<file path="config.mk">
export PLATFORM = sky130hd
export DESIGN_NAME = vga_timing_gen_flat
export DESIGN_NICKNAME = d
export VERILOG_FILES = /design/src/rtl/vga_timing_gen_pkg.sv /design/src/rtl/vga_timing_gen_if.sv /design/src/rtl/vga_delay_line.sv /design/src/rtl/vga_timing_gen.sv /design/src/flat_wrapper.sv
export SDC_FILE = /design/constraint.sdc
export NUM_CORES = 1
export LEC_CHECK = 0
export CAP_MARGIN = 15
export CORE_ASPECT_RATIO = 0.6
export CORE_MARGIN = 2
export CORE_UTILIZATION = 44
export CTS_CLUSTER_SIZE = 30
export DETAILED_ROUTE_END_ITERATION = 7
export PLACE_DENSITY = 0.74
export SYNTH_ARGS = -nofsm -noshare
export SYNTH_HDL_FRONTEND = slang
export SYNTH_SLANG_ARGS = --single-unit
</file>
<file path="constraint.sdc">
create_clock -name clk -period 2.2 [get_ports clk]
set_input_delay 0.33 -clock clk [delete_from_list [all_inputs] [get_ports clk]]
set_output_delay 0.33 -clock clk [all_outputs]
set_load 0.01 [all_outputs]
</file>
<file path="src/rtl/vga_timing_gen_pkg.sv">
// Shared VGA timing constants, sync polarity encodings and a sync level helper.
package vga_timing_gen_pkg;

    localparam logic POL_ACTIVE_LOW  = 1'b0;
    localparam logic POL_ACTIVE_HIGH = 1'b1;

    // 640x480 @ 60 Hz, 25.175 MHz nominal pixel clock
    localparam int VGA640_H_ACTIVE = 640;
    localparam int VGA640_H_FP     = 16;
    localparam int VGA640_H_SYNC   = 96;
    localparam int VGA640_H_BP     = 48;
    localparam int VGA640_V_ACTIVE = 480;
    localparam int VGA640_V_FP     = 10;
    localparam int VGA640_V_SYNC   = 2;
    localparam int VGA640_V_BP     = 33;
    localparam logic VGA640_HS_POL = POL_ACTIVE_LOW;
    localparam logic VGA640_VS_POL = POL_ACTIVE_LOW;

    // 800x600 @ 60 Hz, 40 MHz nominal pixel clock
    localparam int SVGA800_H_ACTIVE = 800;
    localparam int SVGA800_H_FP     = 40;
    localparam int SVGA800_H_SYNC   = 128;
    localparam int SVGA800_H_BP     = 88;
    localparam int SVGA800_V_ACTIVE = 600;
    localparam int SVGA800_V_FP     = 1;
    localparam int SVGA800_V_SYNC   = 4;
    localparam int SVGA800_V_BP     = 23;
    localparam logic SVGA800_HS_POL = POL_ACTIVE_HIGH;
    localparam logic SVGA800_VS_POL = POL_ACTIVE_HIGH;

    function automatic logic sync_level(input logic pol, input logic in_window);
        return in_window ? pol : ~pol;
    endfunction

endpackage

</file>
<file path="src/rtl/vga_timing_gen_if.sv">
// Timing outputs of vga_timing_gen bundled for connection to a pixel source.
interface vga_timing_gen_if #(
    parameter int CNT_W = 11
);
    logic             pix_en;
    logic [CNT_W-1:0] h_count;
    logic [CNT_W-1:0] v_count;
    logic             active;
    logic             line_start;
    logic             frame_start;
    logic             vga_hs;
    logic             vga_vs;
    logic             vga_blank_n;
    logic             vga_sync_n;

    modport master (
        output pix_en, h_count, v_count, active, line_start, frame_start,
               vga_hs, vga_vs, vga_blank_n, vga_sync_n
    );

    modport slave (
        input  pix_en, h_count, v_count, active, line_start, frame_start,
               vga_hs, vga_vs, vga_blank_n, vga_sync_n
    );
endinterface

</file>
<file path="src/rtl/vga_delay_line.sv">
// Enabled shift register of DEPTH stages; DEPTH=0 degenerates to a wire.
module vga_delay_line #(
    parameter int               WIDTH   = 3,
    parameter int               DEPTH   = 2,
    parameter logic [WIDTH-1:0] RST_VAL = '0
) (
    input  logic             clk,
    input  logic             rst,
    input  logic             en,
    input  logic [WIDTH-1:0] din,
    output logic [WIDTH-1:0] dout
);
    genvar gi;

    generate
        if (DEPTH == 0) begin : g_wire
            logic unused_ctrl;
            assign unused_ctrl = &{1'b0, clk, rst, en};
            assign dout = din;
        end else begin : g_pipe
            for (gi = 0; gi < DEPTH; gi++) begin : g_stage
                logic [WIDTH-1:0] q_reg;
                if (gi == 0) begin : g_first
                    always_ff @(posedge clk) begin
                        if (rst)     q_reg <= RST_VAL;
                        else if (en) q_reg <= din;
                    end
                end else begin : g_next
                    always_ff @(posedge clk) begin
                        if (rst)     q_reg <= RST_VAL;
                        else if (en) q_reg <= g_stage[gi-1].q_reg;
                    end
                end
            end
            assign dout = g_stage[DEPTH-1].q_reg;
        end
    endgenerate
endmodule

</file>
<file path="src/rtl/vga_timing_gen.sv">
// VGA raster timing: clock divider, h/v counters, sync/blank decode and output alignment pipe.
module vga_timing_gen
    import vga_timing_gen_pkg::*;
#(
    parameter int   H_ACTIVE = VGA640_H_ACTIVE,
    parameter int   H_FP     = VGA640_H_FP,
    parameter int   H_SYNC   = VGA640_H_SYNC,
    parameter int   H_BP     = VGA640_H_BP,
    parameter int   V_ACTIVE = VGA640_V_ACTIVE,
    parameter int   V_FP     = VGA640_V_FP,
    parameter int   V_SYNC   = VGA640_V_SYNC,
    parameter int   V_BP     = VGA640_V_BP,
    parameter logic HS_POL   = VGA640_HS_POL,
    parameter logic VS_POL   = VGA640_VS_POL,
    parameter int   CLK_DIV  = 2,
    parameter int   PIPE     = 2,
    parameter int   CNT_W    = 11
) (
    input  logic              clk,
    input  logic              rst,
    input  logic              en,
    vga_timing_gen_if.master  vga
);
    localparam int H_TOTAL = H_ACTIVE + H_FP + H_SYNC + H_BP;
    localparam int V_TOTAL = V_ACTIVE + V_FP + V_SYNC + V_BP;
    localparam int DIV_W   = (CLK_DIV > 1) ? $clog2(CLK_DIV) : 1;

    localparam logic [DIV_W-1:0] DIV_MAX  = DIV_W'(CLK_DIV - 1);
    localparam logic [CNT_W-1:0] H_MAX    = CNT_W'(H_TOTAL - 1);
    localparam logic [CNT_W-1:0] V_MAX    = CNT_W'(V_TOTAL - 1);
    localparam logic [CNT_W-1:0] HS_BEGIN = CNT_W'(H_ACTIVE + H_FP);
    localparam logic [CNT_W-1:0] HS_END   = CNT_W'(H_ACTIVE + H_FP + H_SYNC);
    localparam logic [CNT_W-1:0] VS_BEGIN = CNT_W'(V_ACTIVE + V_FP);
    localparam logic [CNT_W-1:0] VS_END   = CNT_W'(V_ACTIVE + V_FP + V_SYNC);

    logic [DIV_W-1:0] clk_div_reg;
    logic [CNT_W-1:0] h_count_reg;
    logic [CNT_W-1:0] v_count_reg;
    logic             pix_en;
    logic             hs;
    logic             vs;
    logic             active;
    logic [2:0]       video_ctl;
    logic [2:0]       video_ctl_dly;

    // Gated by rst so no tick escapes while the counters are being cleared.
    assign pix_en = en && !rst && (clk_div_reg == DIV_MAX);

    always_ff @(posedge clk) begin
        if (rst) begin
            clk_div_reg <= '0;
            h_count_reg <= '0;
            v_count_reg <= '0;
        end else if (en) begin
            clk_div_reg <= (clk_div_reg == DIV_MAX) ? '0 : clk_div_reg + DIV_W'(1);
            if (pix_en) begin
                if (h_count_reg == H_MAX) begin
                    h_count_reg <= '0;
                    v_count_reg <= (v_count_reg == V_MAX) ? '0 : v_count_reg + CNT_W'(1);
                end else begin
                    h_count_reg <= h_count_reg + CNT_W'(1);
                end
            end
        end
    end

    assign active = (h_count_reg < CNT_W'(H_ACTIVE)) && (v_count_reg < CNT_W'(V_ACTIVE));
    assign hs = sync_level(HS_POL, (h_count_reg >= HS_BEGIN) && (h_count_reg < HS_END));
    assign vs = sync_level(VS_POL, (v_count_reg >= VS_BEGIN) && (v_count_reg < VS_END));

    // Sync/blank ride one pipe so they stay aligned with downstream pixel latency.
    assign video_ctl = {hs, vs, active};

    vga_delay_line #(
        .WIDTH   (3),
        .DEPTH   (PIPE),
        .RST_VAL ({~HS_POL, ~VS_POL, 1'b0})
    ) u_delay (
        .clk  (clk),
        .rst  (rst),
        .en   (pix_en),
        .din  (video_ctl),
        .dout (video_ctl_dly)
    );

    assign vga.pix_en      = pix_en;
    assign vga.h_count     = h_count_reg;
    assign vga.v_count     = v_count_reg;
    assign vga.active      = active;
    assign vga.line_start  = pix_en && (h_count_reg == '0);
    assign vga.frame_start = pix_en && (h_count_reg == '0) && (v_count_reg == '0);
    assign vga.vga_hs      = video_ctl_dly[2];
    assign vga.vga_vs      = video_ctl_dly[1];
    assign vga.vga_blank_n = video_ctl_dly[0];
    assign vga.vga_sync_n  = 1'b0;
endmodule

</file>
<file path="src/flat_wrapper.sv">
// flat-port wrapper written by rule: the top's interface ports become plain ports
module vga_timing_gen_flat import vga_timing_gen_pkg::*;
#(
    parameter int   H_ACTIVE = VGA640_H_ACTIVE,
    parameter int   H_FP     = VGA640_H_FP,
    parameter int   H_SYNC   = VGA640_H_SYNC,
    parameter int   H_BP     = VGA640_H_BP,
    parameter int   V_ACTIVE = VGA640_V_ACTIVE,
    parameter int   V_FP     = VGA640_V_FP,
    parameter int   V_SYNC   = VGA640_V_SYNC,
    parameter int   V_BP     = VGA640_V_BP,
    parameter logic HS_POL   = VGA640_HS_POL,
    parameter logic VS_POL   = VGA640_VS_POL,
    parameter int   CLK_DIV  = 2,
    parameter int   PIPE     = 2,
    parameter int   CNT_W    = 11
)
  (clk, rst, en, vga_pix_en, vga_h_count, vga_v_count, vga_active, vga_line_start, vga_frame_start, vga_vga_hs, vga_vga_vs, vga_vga_blank_n, vga_vga_sync_n);
  vga_timing_gen_if #(.CNT_W(CNT_W)) vga_i ();
  input  logic clk;
  input  logic rst;
  input  logic en;
  output wire logic [$bits(vga_i.pix_en)-1:0] vga_pix_en;
  output wire logic [$bits(vga_i.h_count)-1:0] vga_h_count;
  output wire logic [$bits(vga_i.v_count)-1:0] vga_v_count;
  output wire logic [$bits(vga_i.active)-1:0] vga_active;
  output wire logic [$bits(vga_i.line_start)-1:0] vga_line_start;
  output wire logic [$bits(vga_i.frame_start)-1:0] vga_frame_start;
  output wire logic [$bits(vga_i.vga_hs)-1:0] vga_vga_hs;
  output wire logic [$bits(vga_i.vga_vs)-1:0] vga_vga_vs;
  output wire logic [$bits(vga_i.vga_blank_n)-1:0] vga_vga_blank_n;
  output wire logic [$bits(vga_i.vga_sync_n)-1:0] vga_vga_sync_n;
  assign vga_pix_en = vga_i.pix_en;
  assign vga_h_count = vga_i.h_count;
  assign vga_v_count = vga_i.v_count;
  assign vga_active = vga_i.active;
  assign vga_line_start = vga_i.line_start;
  assign vga_frame_start = vga_i.frame_start;
  assign vga_vga_hs = vga_i.vga_hs;
  assign vga_vga_vs = vga_i.vga_vs;
  assign vga_vga_blank_n = vga_i.vga_blank_n;
  assign vga_vga_sync_n = vga_i.vga_sync_n;
  vga_timing_gen #(.H_ACTIVE(H_ACTIVE), .H_FP(H_FP), .H_SYNC(H_SYNC), .H_BP(H_BP), .V_ACTIVE(V_ACTIVE), .V_FP(V_FP), .V_SYNC(V_SYNC), .V_BP(V_BP), .HS_POL(HS_POL), .VS_POL(VS_POL), .CLK_DIV(CLK_DIV), .PIPE(PIPE), .CNT_W(CNT_W)) u_core (.clk(clk), .rst(rst), .en(en), .vga(vga_i));
endmodule
</file>
Word level (Yosys, flattened, before mapping)
Index checks and enable logic that the tools add are counted.
- order comparisons: 6
- equal/unequal tests: 2
- add/subtract/negate cells: 3
- reduce and logical (&&, ||, !) cells: 12
- muxes and demuxes: 5
- operators with widths (operator ; number):
    $add A11 B1 Y11 const B ; 2
    $eq A11 B10 Y1 const B ; 2
    $logic_not A11 Y1 ; 2
    $lt A11 B10 Y1 const B ; 2
    $lt A11 B9 Y1 const B ; 2
    $mux W11 ; 2
    $ge A11 B10 Y1 const B ; 1
    $ge A11 B9 Y1 const B ; 1
    $logic_and A1 B1 Y1 ; 7
    $mux W1 ; 3
    $reduce_and A3 Y1 ; 1
    $reduce_and A2 Y1 ; 1
    $add A1 B1 Y1 const B ; 1
    $logic_not A1 Y1 ; 1
- output and inout bits: 30
- input port bits: 3
- word-level logic and storage cells: 33
- register bits after elaboration: 29

Longest topological paths before layout
- word-level depth: 5
- mapped depth: 7
- depth with buffers taken out: 5

By module
A second synthesis with hierarchy kept.
- cell total of the unflattened synthesis: 174
- area, all modules: 1540.2 um2
- modules (own cells, without submodules) (module ; instances ; cells an instance ; area an instance (um2) ; sequential area each (um2)):
    vga_timing_gen ; 1 ; 155 ; 1311.3 ; 460.4
    vga_delay_line ; 1 ; 19 ; 229.0 ; 120.1

Least setup slack after synthesis
OpenSTA, ideal clock, no wires.
- path type: reg2reg
- from: reg u_core.h_count_reg[5] (netlist: u_core.vga.h_count[5])
- to: reg u_core.v_count_reg[0] (netlist: u_core.vga.v_count[0])
- data arrival time: 1.991 ns
- path buffers: 2
- path slack: 0.091 ns
- clock period less this slack: 2.109 ns
- setup time: 0.119 ns
- stages on the path, launching flop included: 7
- data required time: 2.081 ns
- cell sequence: dfxtp_1 > or3_4 > or4_4 > buf_6 > o31ai_1 > buf_2 > nor2_1
- word-level cells in the longest chain between the ends: 2
- ends and longest elaborated chain (element ; RTL line ; RTL):
    start: declaration ; vga_timing_gen.sv:37 ; logic [CNT_W-1:0] h_count_reg;
    start signal: assignment ; vga_timing_gen.sv:61 ; h_count_reg <= h_count_reg + CNT_W'(1);
    $eq A11 B10 Y1 ; vga_timing_gen.sv:57 ; if (h_count_reg == H_MAX) begin
    $reduce_and A3 Y1 (no line) ; - ;
    end signal: assignment ; vga_timing_gen.sv:59 ; v_count_reg <= (v_count_reg == V_MAX) ? '0 : v_count_reg + CNT_W'(1);
    end: declaration ; vga_timing_gen.sv:38 ; logic [CNT_W-1:0] v_count_reg;
No other way between the ends.
A chain may end at the register's enable or synchronous reset.

Worst setup path in the final report
- from: reg u_core.h_count_reg[0] (netlist: u_core.vga.h_count[0])
- to: reg u_core.v_count_reg[9] (netlist: u_core.vga.v_count[9])
The elaborated chain is that of the path after synthesis.

==> results.sh <==
export IMPL_antenna_left=0
export IMPL_utilization=0.647
export IMPL_skew_ns=0.00671
export IMPL_ctsLongestPathBuffers=2
export IMPL_route_detailed_drc=0
export IMPL_slowest_delay_ns=0.62
export IMPL_synth_top_family_by_area="simple AND/OR/NAND/NOR gates"
export IMPL_seq_area_um2=583
export IMPL_ys_seq_area_frac=0.402
export IMPL_worstSkewPairLatency_ns=0.28
export IMPL_stdcell_count=272
export IMPL_finalSetupTns_ns=0
export IMPL_power_share_clock=0.420
export IMPL_rrSetupSlack_ns=0.09
export IMPL_critPathKind="reg2reg"
export IMPL_netlist_instances=173
export IMPL_setup_viol=0
export IMPL_synth_mux_area_frac=0.00693
export IMPL_power_density_mw_per_mm2=507
export IMPL_rsz0062_at_grt="false"
export IMPL_grt_pass1_vias=1394
export IMPL_dp_hpwl_mm=2.89
export IMPL_worst_setup_path_start_kind="register"
export IMPL_synth_top_cells_by_count="dfxtp_1 (29), nand2_1 (17), a21oi_1 (14)"
export IMPL_antenna_found_initial=0
export IMPL_synth_async_sr_flop_share=0
export IMPL_fillerInstances=271
export IMPL_grt_pass1_wl_mm=6.71
export IMPL_vias_per_cell=5.72
export IMPL_cp_cell_sequence="ha_2 > nand3_2 > or4_4 > buf_4 > or3_4 > a21oi_2"
export IMPL_synth_avg_cell_area_um2=8.35
export IMPL_synth_simple_area_share=0.316
export IMPL_grt_usage=0.229
export IMPL_cp_top_family="simple AND/OR/NAND/NOR gates"
export IMPL_grt_max_degree=14
export IMPL_vias=1555
export IMPL_ys_seq_elements=29
export IMPL_yosysMostFrequentCell="dfxtp_1"
export IMPL_syn_to_final_growth_pct=43.5
export IMPL_dp_cells=261
export IMPL_hold_buffers=0
export IMPL_synth_distinct_cells=37
export IMPL_pwr_share_comb=0.066
export IMPL_finalMaxSlewViolations=0
export IMPL_synthAdderAreaFrac=0.0346
export IMPL_firstDrtPassIters=5
export IMPL_p_leak_nw=0.754
export IMPL_synth_xor_area_share=0.0485
export IMPL_cts_tree="done"
export IMPL_synth_ff_type="dfxtp_1"
export IMPL_die_area_mm2=0.00377
export IMPL_yosys_warnings=0
export IMPL_die_w_um=78.0
export IMPL_peakVddDrop_mv=0.416
export IMPL_routed_wl_mm=4.10
export IMPL_outcome="complete, no violations"
export IMPL_syn_nets=180
export IMPL_gp_congestion=0.945
export IMPL_min_path_type="reg2reg"
export IMPL_core_rowCount=16
export IMPL_m1WireLength_mm=1.88
export IMPL_power_switching_w=0.000237
export IMPL_diodes=0
export IMPL_timing_hold_violations_final=0
export IMPL_multi_input_comb_area_um2=846
export IMPL_drv_cap=0
export IMPL_met2WireLength_mm=1.80
export IMPL_seqPwrFrac=0.514
export IMPL_h_tree_depth=2
export IMPL_die_h_um=48.4
export IMPL_synth_largest_area_cell="dfxtp_1"
export IMPL_p_sw_frac=0.225
export IMPL_cts_sinks=29
export IMPL_yosys_top_cells_area="dfxtp_1 (40%), a21oi_1 (4.8%), nand2_1 (4.4%), nand3_1 (4.2%), or3_1 (3.9%)"
export IMPL_period_share=0.958
export IMPL_grt_ovfl_total=0
export IMPL_initial_core_util=0.451
export IMPL_fmax_ghz=0.475
export IMPL_drtIter0Drc=165
export IMPL_fp_coreArea_mm2=0.00320
export IMPL_topRoutingLayerUsed="met4"
export IMPL_power_w=0.00105
export IMPL_worst_setup_path_end_kind="register"
export IMPL_synth_compound_area_frac=0.144
export IMPL_crit_required_ns=2.41
export IMPL_final_min_clock_period_ns=2.11
export IMPL_slowest_stage="or4_4"
export IMPL_layout_drive_gt1_share=0.189
export IMPL_critical_path_buf_inv_count=1
export IMPL_cts_buffers_inserted=5
export IMPL_path_clk_slew_ns=0.06
export IMPL_fin_nets=234
export IMPL_cts_root_buf="clkbuf_8"
export IMPL_p_int_w=0.000814
export IMPL_route_met3_wl_um=309
export IMPL_io_pins=33
export IMPL_synth_edf_count=0
export IMPL_synth_top_area_frac=0.402
export IMPL_wl_per_cell_um=15.1
export IMPL_crit_arrival_ns=2.32
export IMPL_io_buffers=31
export IMPL_netlist_area_mm2=0.00145
export IMPL_path_max_fanout=7
[power groups by stage]
stage	combinational [W]	clock (W)	sequential [W]
finish	0.0000692	0.000441	0.000540
global route	0.0000758	0.000468	0.000540
CTS	0.0000649	0.000446	0.000540
detailed placement	0.0000644	0	0.000551
global placement	0.0000630	0	0.000550
floorplan	0.0000330	0	0.000552
[metrics by stage]
step                      hold slack, ns  setup WS [ns]  area (µm²)
final                              0.454         0.0933        2070
after global routing               0.472         0.0230        2070
after CTS                          0.459         0.0120        2020
after detailed placement           0.445         -0.182        1910
after global placement             0.441         -0.128        1910
after floorplan                    0.432         0.0906        1450
[cells in the final DEF (no fill, tap or decap), types with 2 or more instances in the layout]
master,instances
xnor2_1,3
and2_1,4
ha_1,3
or4_1,3
xor2_1,5
clkdlybuf4s50_1,28
or4_4,4
and3_1,3
dfxtp_2,2
nand4_1,7
buf_4,20
nor4_1,2
nor3_1,3
or3_1,8
nand3_1,11
clkbuf_8,6
and4_1,2
inv_1,7
a21oi_2,4
dlygate4sd2_1,2
or3_4,2
nor2_1,11
nand2_1,17
o31ai_1,5
o21ai_0,8
dfxtp_1,27
a21oi_1,12
[final timing paths]
| kind | startpoint | cells past startpoint | endpoint |
|---|---|---|---|
| worst max-delay path | u_core.vga.h_count[0]$_SDFFE_PP0P_ | 6 | u_core.vga.v_count[9]$_SDFFE_PP0P_ |
| worst min-delay path | u_core.u_delay.g_pipe.g_stage[0].q_reg[0]$_SDFFE_PP0P_ | 2 | u_core.u_delay.dout[0]$_SDFFE_PP0P_ |
| worst max register to register | u_core.vga.h_count[0]$_SDFFE_PP0P_ | 6 | u_core.vga.v_count[9]$_SDFFE_PP0P_ |
| worst min register to register | u_core.u_delay.g_pipe.g_stage[0].q_reg[0]$_SDFFE_PP0P_ | 2 | u_core.u_delay.dout[0]$_SDFFE_PP0P_ |
[area by class of cell]
| cell class | count | share of cell area |
|---|---|---|
| Sequential cell | 29 | 0.281 |
| Timing Repair Buffer | 52 | 0.228 |
| Multi-Input combinational cell | 131 | 0.408 |
| Clock buffer | 7 | 0.0416 |
| Inverter | 8 | 0.0145 |
| Tap cell | 45 | 0.0272 |
[routing by layer]
layer	vias to the layer above	track usage
met5	-	0
met4	0	0.102
met3	14	0.0653
met2	77	0.333
met1	726	0.318
li1	738	-
[worst min-delay path, stage by stage, from the launching register on]
cell     delay [ns]
dfxtp_1        0.31
nand2_1        0.05
a21oi_1        0.05
[timing repair]
action | CTS | global route
buffers inserted | 1 | 2
cloned | 0 | 1
pin swaps | 2 | 1
endpoints found under the setup margin | 3 | 7
resized for setup | 5 | 10
[cell families after synthesis]
logic type | count (synthesis)
xor+xnor | 8
compound gates | 34
flops | 29
other cells | 1
buf+inv | 14
simple gates | 82
fa+ha+maj | 4
mux | 1
Power figures use the tool's default switching activity.
